--- src/rtl/seu_pipe.sv ---
// Buffered LEGv8 sign-extension unit: decodes the immediate of B/CB/I/D/IW formats
// and queues results with illegal flags in a small FIFO with valid/ready on both sides.
module seu_pipe #(
  parameter int DATA_WIDTH = 64,
  parameter int DEPTH      = 2
) (
  input  logic                      clk,
  input  logic                      reset_n,
  input  logic                      in_valid,
  output logic                      in_ready,
  input  logic [25:0]               instruction,
  input  logic [2:0]                seu_op,
  input  logic                      flush,
  output logic                      out_valid,
  input  logic                      out_ready,
  output logic [DATA_WIDTH-1:0]     extended_address,
  output logic                      illegal_op,
  output logic [$clog2(DEPTH):0]    count
);

  localparam int AW = $clog2(DEPTH);
  localparam logic [AW:0] FULL = (AW+1)'(DEPTH);

  if (!(DATA_WIDTH == 32 || DATA_WIDTH == 64)) begin : g_bad_width
    $error("seu_pipe: DATA_WIDTH must be 32 or 64");
  end
  if (DEPTH < 2 || (DEPTH & (DEPTH - 1)) != 0) begin : g_bad_depth
    $error("seu_pipe: DEPTH must be a power of two, at least 2");
  end

  typedef enum logic [2:0] {
    OP_B  = 3'b000,
    OP_CB = 3'b001,
    OP_I  = 3'b010,
    OP_D  = 3'b011,
    OP_IW = 3'b100
  } seu_op_t;

  seu_op_t                 op;
  logic [DATA_WIDTH-1:0]   ext;
  logic                    ill;
  logic [15:0]             imm16;
  logic [1:0]              hw;

  assign op    = seu_op_t'(seu_op);
  assign imm16 = instruction[20:5];
  assign hw    = instruction[22:21];

  always_comb begin
    ext = '0;
    ill = 1'b0;
    case (op)
      OP_B:  ext = {{(DATA_WIDTH-28){instruction[25]}}, instruction[25:0], 2'b00};
      OP_CB: ext = {{(DATA_WIDTH-21){instruction[23]}}, instruction[23:5], 2'b00};
      OP_I:  ext = {{(DATA_WIDTH-12){1'b0}}, instruction[21:10]};
      OP_D:  ext = {{(DATA_WIDTH-9){instruction[20]}}, instruction[20:12]};
      OP_IW: begin
        // a 32-bit datapath only has halfword slots 0 and 1
        if (DATA_WIDTH == 32 && hw[1]) begin
          ill = 1'b1;
        end else begin
          ext = DATA_WIDTH'(imm16) << {hw, 4'b0000};
        end
      end
      default: ill = 1'b1;
    endcase
  end

  logic [DATA_WIDTH-1:0] mem_data [DEPTH];
  logic                  mem_ill  [DEPTH];
  logic [AW-1:0]         wr_ptr, rd_ptr;
  logic                  push, pop;

  assign in_ready  = (count != FULL);
  assign out_valid = (count != '0);
  assign push      = in_valid && in_ready && !flush;
  assign pop       = out_valid && out_ready && !flush;

  always_ff @(posedge clk or negedge reset_n) begin
    if (!reset_n) begin
      wr_ptr <= '0;
      rd_ptr <= '0;
      count  <= '0;
    end else if (flush) begin
      wr_ptr <= '0;
      rd_ptr <= '0;
      count  <= '0;
    end else begin
      if (push) wr_ptr <= wr_ptr + AW'(1);
      if (pop)  rd_ptr <= rd_ptr + AW'(1);
      case ({push, pop})
        2'b10:   count <= count + (AW+1)'(1);
        2'b01:   count <= count - (AW+1)'(1);
        default: count <= count;
      endcase
    end
  end

  always_ff @(posedge clk) begin
    if (push) begin
      mem_data[wr_ptr] <= ext;
      mem_ill[wr_ptr]  <= ill;
    end
  end

  // storage is unreset; gating on out_valid keeps outputs zero when empty
  assign extended_address = out_valid ? mem_data[rd_ptr] : '0;
  assign illegal_op       = out_valid ? mem_ill[rd_ptr]  : 1'b0;

endmodule

--- config.mk ---
export PLATFORM = sky130hd
export DESIGN_NAME = seu_pipe
export DESIGN_NICKNAME = d
export VERILOG_FILES = /design/src/rtl/seu_pipe.sv
export SDC_FILE = /design/constraint.sdc
export NUM_CORES = 1
export LEC_CHECK = 0
export CORE_MARGIN = 2
export CORE_UTILIZATION = 46
export DETAILED_ROUTE_END_ITERATION = 16
export PLACE_DENSITY = 0.79
export RECOVER_POWER = 100
export REMOVE_ABC_BUFFERS = 1
export SYNTH_ARGS = -nofsm -noshare
export SYNTH_HDL_FRONTEND = slang
export SYNTH_SLANG_ARGS = --single-unit
export TNS_END_PERCENT = 50
--- constraint.sdc ---
create_clock -name clk -period 6.9 [get_ports clk]
set_input_delay 1.035 -clock clk [delete_from_list [all_inputs] [get_ports clk]]
set_output_delay 1.035 -clock clk [all_outputs]
set_load 0.01 [all_outputs]
==> results by stage <==
Critical path:
- The maximum fanout along the worst path is 65.
- STA classifies the critical path startpoint as a primary input.
- STA puts the critical path data arrival time at 4.71 ns.
- The data required time at the worst endpoint is 6.81 ns.
- The worst setup path is of the in -> reg kind.
- In this design, the stage delay of the slowest critical-path cell is 2.66 ns.
- The capturing point of the worst reg2reg path is mem_data[1][3]$_DFFE_PP_.
- The setup check on the worst reg-to-reg path leaves a slack of 2.69 ns.
- The most critical setup path has its endpoint at mem_data[1][3]$_DFFE_PP_.
- The largest individual stage delay along the critical path comes from the cell clkbuf_1.
- Walking the worst path, the cells encountered are dlygate4sd3_1 > nand2_1 > nor3b_1 > clkbuf_1.
- In this run the worst setup path begins at in_valid.
- For the worst flop-to-flop path, the logic depth is 5.
- The element type at the critical path end is a flip-flop.
- The worst register-to-register path begins at count[1]$_DFFE_PN0P_.

STA:
- For the finished layout, the period the worst path requires is 4.79 ns.
- The highest clock frequency the design can meet is 209 MHz.
- The tightest hold path in the finished design has a slack of 0.613 ns.
- Setup violations remaining at the end of the flow were counted as 0.
- At the pin with the least slew margin, the transition time is 3.77 ns.
- Headroom to the max-slew limit came out at -1.51.
- The number of hold violations in the final report was 0.
- Clock skew on the completed layout was measured at 0.0280 ns.
- The post-route clock period utilization is 0.695.
- The post-route setup TNS is 0 ns.
- Setup repair after global routing left no endpoint under its margin.
- The count of pins over their slew limit is 212.

Power and ir drop:
- The design draws 2.00 mW.
- VDD sags by at most 0.182 mV.
- The combinational fraction of design power is 0.132.
- The net switching power is 0.455 mW.
- The clock power share is 0.390.
- In this run the power density over the cells is 253 nW/um2.
- The leakage power is 2.94 nW.
- Of the total power, the share spent switching nets is 0.228.
- The part of the total power dissipated in sequential elements is 0.478.
- The internal power contribution is 1.54 mW.

Hold path:
- The class of the most critical hold timing path is reg -> reg.

Cells and area:
- The final layout contains 590 nets.
- The register cell area after layout is 4010 um2.
- The count of filler cells inserted in the layout is 1019.
- Compared with the post-synthesis result, the final layout area differs by 25.4%.
- The final core utilization is 0.595.
- The total inserted antenna cells is 0.
- In the final layout, the share of cells above drive strength 1 is 0.0879.
- The multi-input combinational cells in the finished layout cover a total of 2080 um2.

Clock network:
- The number of post-CTS setup repair buffers is 0.
- The total clock buffers created by CTS is 17.
- The maximum count of clock buffers along a single path is 2.
- After clock tree synthesis, the clock-pin slew on the worst setup and hold paths is 0.05 ns.
- The cell chosen for the clock root is clkbuf_16.
- The H-tree was split into 4 levels.
- The clock net sink count is 134.
- TritonCTS built the clock tree.
- The total of cells resized after clock tree synthesis is 0.
- The clock insertion delay at the later pin of the skew report is 0.42 ns.
- In this run, post-CTS hold repair placed 0 buffers.

Routing:
- In the routed layout, each cell is associated on average with a via count of 5.57.
- The number of nets with antenna violations after detailed routing is 0.
- After detailed routing, the total wire length is 14100 um.
- The final routed DRC violation total is 0.
- The first-pass iteration count of the detailed router is 5.
- The detailed-route via count is 4148.
- The initial detailed-routing violation count is 375.
- After detailed routing, the average wire length per cell comes to 18.9 um.

Die:
- The total I/O pin count is 103.
- The core area is 13300 um2.
- The initial cell density of the core is 0.475.
- The die covers 14700 um2.
- The floorplan step set the die height to 121 um.
- The die boundary width is 121 um.
- The number of rows created at floorplan is 42.

Synth:
- The count of flip-flops with a built-in enable after synthesis is 130.
- The area share of the leading cell type in the synthesized netlist is 0.619.
- The most used flip-flop cell after synthesis is edfxtp_1.
- The largest area contributor in the netlist is edfxtp_1.
- By area the synthesized netlist is led by edfxtp_1 62%, mux2i_1 11%, nor2_1 4.3%.
- The register bit count reported by yosys is 134.
- For this run, asynchronously set or reset flops after synthesis account for 0.0299.
- Summing every instance area after synthesis gives 6310 um2.
- Averaged over all synthesized cells, the footprint is 13.6 um2.
- Counting every instance in the synthesized netlist gives 463.
- Of the synthesized area, sequential elements account for 0.634.
- The count of cell types in the netlist is 41.
- The number of warning messages in the yosys log is 0.

Global routing:
- The global-route total usage across every layer is 0.195.
- The first global-routing pass estimated 21600 um of wire.
- The largest net degree at the start of global routing is 66.
- The global-route congestion overflow total is 0.
- The via count of the first global-routing pass is 4073.
- The initial antenna violation count is 0.

Placement:
- The post-DP HPWL is 9020 um.
- Buffers placed on the I/O ports in this run total 102.
- Routability-driven placement finished with a final weighted congestion of 0.799.

Run status:
- The run finished, with violations left.
- The checks that failed: max-capacitance violations, max-slew violations.

Job:
- Across the run, the number of max-cap violations was 6.
[synth_stat cells, types with 2 or more instances]
cell type,instances
a21boi_0,2
buf_6,2
edfxtp_1,130
nor2_1,73
nand2_1,26
a21oi_1,23
a221o_1,10
buf_4,3
clkbuf_1,16
nor4bb_1,2
a22o_1,10
o21ai_0,9
a21o_1,19
mux2_2,5
buf_2,14
inv_1,6
nor2b_1,5
o2bb2ai_1,3
a22oi_1,2
mux2i_1,69
dfrtp_1,4
mux4_2,9
nand3_1,2
nor3_1,2
[worst min path at each step]
stage,from,endpoint,slack (ns),depth (start not counted)
after global routing,wr_ptr$_DFFE_PN0P_,wr_ptr$_DFFE_PN0P_,0.66,2
after detailed placement,wr_ptr$_DFFE_PN0P_,wr_ptr$_DFFE_PN0P_,0.60,2
after floorplan,wr_ptr$_DFFE_PN0P_,wr_ptr$_DFFE_PN0P_,0.53,2
after CTS,wr_ptr$_DFFE_PN0P_,wr_ptr$_DFFE_PN0P_,0.61,2
final,wr_ptr$_DFFE_PN0P_,wr_ptr$_DFFE_PN0P_,0.61,2
after global placement,wr_ptr$_DFFE_PN0P_,wr_ptr$_DFFE_PN0P_,0.56,2
[placed cells by master (no fill, tap or decap), drive strengths merged, types with 2 or more instances in the layout]
cell and count:
nor3b 2, nand2 26, a21boi 2, edfxtp 130, mux4 9, a21o 19, buf 5, clkinv 5
dlygate4sd3 72, dfrtp 4, mux2i 69, inv 6, clkbuf 29, nor4bb 2, nor2b 5, nor2 73
o2bb2ai 3, nor3 4, nand3 2, a22o 10, a21oi 23, clkdlybuf4s50 30, o21ai 9, mux2 5
a221o 10, a22oi 2
[logic make-up (layout without fill, tap and decap cells)]
logic type                Yosys count  after routing  synth area share
xor gates and xnor gates            1              1           0.00139
DFF                               134            134             0.634
AOI/OAI and AO/OA                  82             82            0.0926
and+or+nand+nor                   122            122            0.0898
muxes                              83             83             0.150
buffers and inverters              41            147            0.0313
[worst max-delay path, delay by kind of cell]
| family | cells | cell delay (ns) |
|---|---|---|
| buf+inv | 2 | 3.29 |
| simple gates | 2 | 0.33 |
[cell type report]
| class | instances | area share |
|---|---|---|
| multi-input cells | 288 | 0.263 |
| repair buffers | 109 | 0.135 |
| well taps | 176 | 0.0278 |
| clock inverters | 5 | 0.00316 |
| clock buffers | 27 | 0.0623 |
| inverters | 6 | 0.00285 |
| flip-flops and latches | 134 | 0.506 |
[per-layer routing]
| metal | global-route usage | share of wire |
|---|---|---|
| met1 | 0.263 | 0.42 |
| met2 | 0.306 | 0.49 |
| met3 | 0.0493 | 0.068 |
| met4 | 0.0783 | 0.017 |
| met5 | 0 | 0 |
[registers in the layout, indices dropped and copies added (netlist names)]
name and count:
wr_ptr 1, rd_ptr 1, mem_data 128, mem_ill 2, count 2
[through the flow]
stage,cells,setup WS (ns),area [um2]
floorplan,428,0.477,6140
global placement,713,3.34,7450
detailed placement,713,3.27,7450
CTS,745,3.10,7970
global route,745,1.79,7910
finish,745,2.11,7910
[power by group through the flow]
stage	clock network, mW	registers, mW	logic (mW)
4_1_cts	0.791	0.954	0.281
3_3_place_gp	0	0.968	0.274
6_report	0.779	0.956	0.264
5_1_grt	0.818	0.959	0.286
2_1_floorplan	0	0.975	0.141
3_5_place_dp	0	0.970	0.279
No activity file was read; power rests on OpenSTA's default activity.
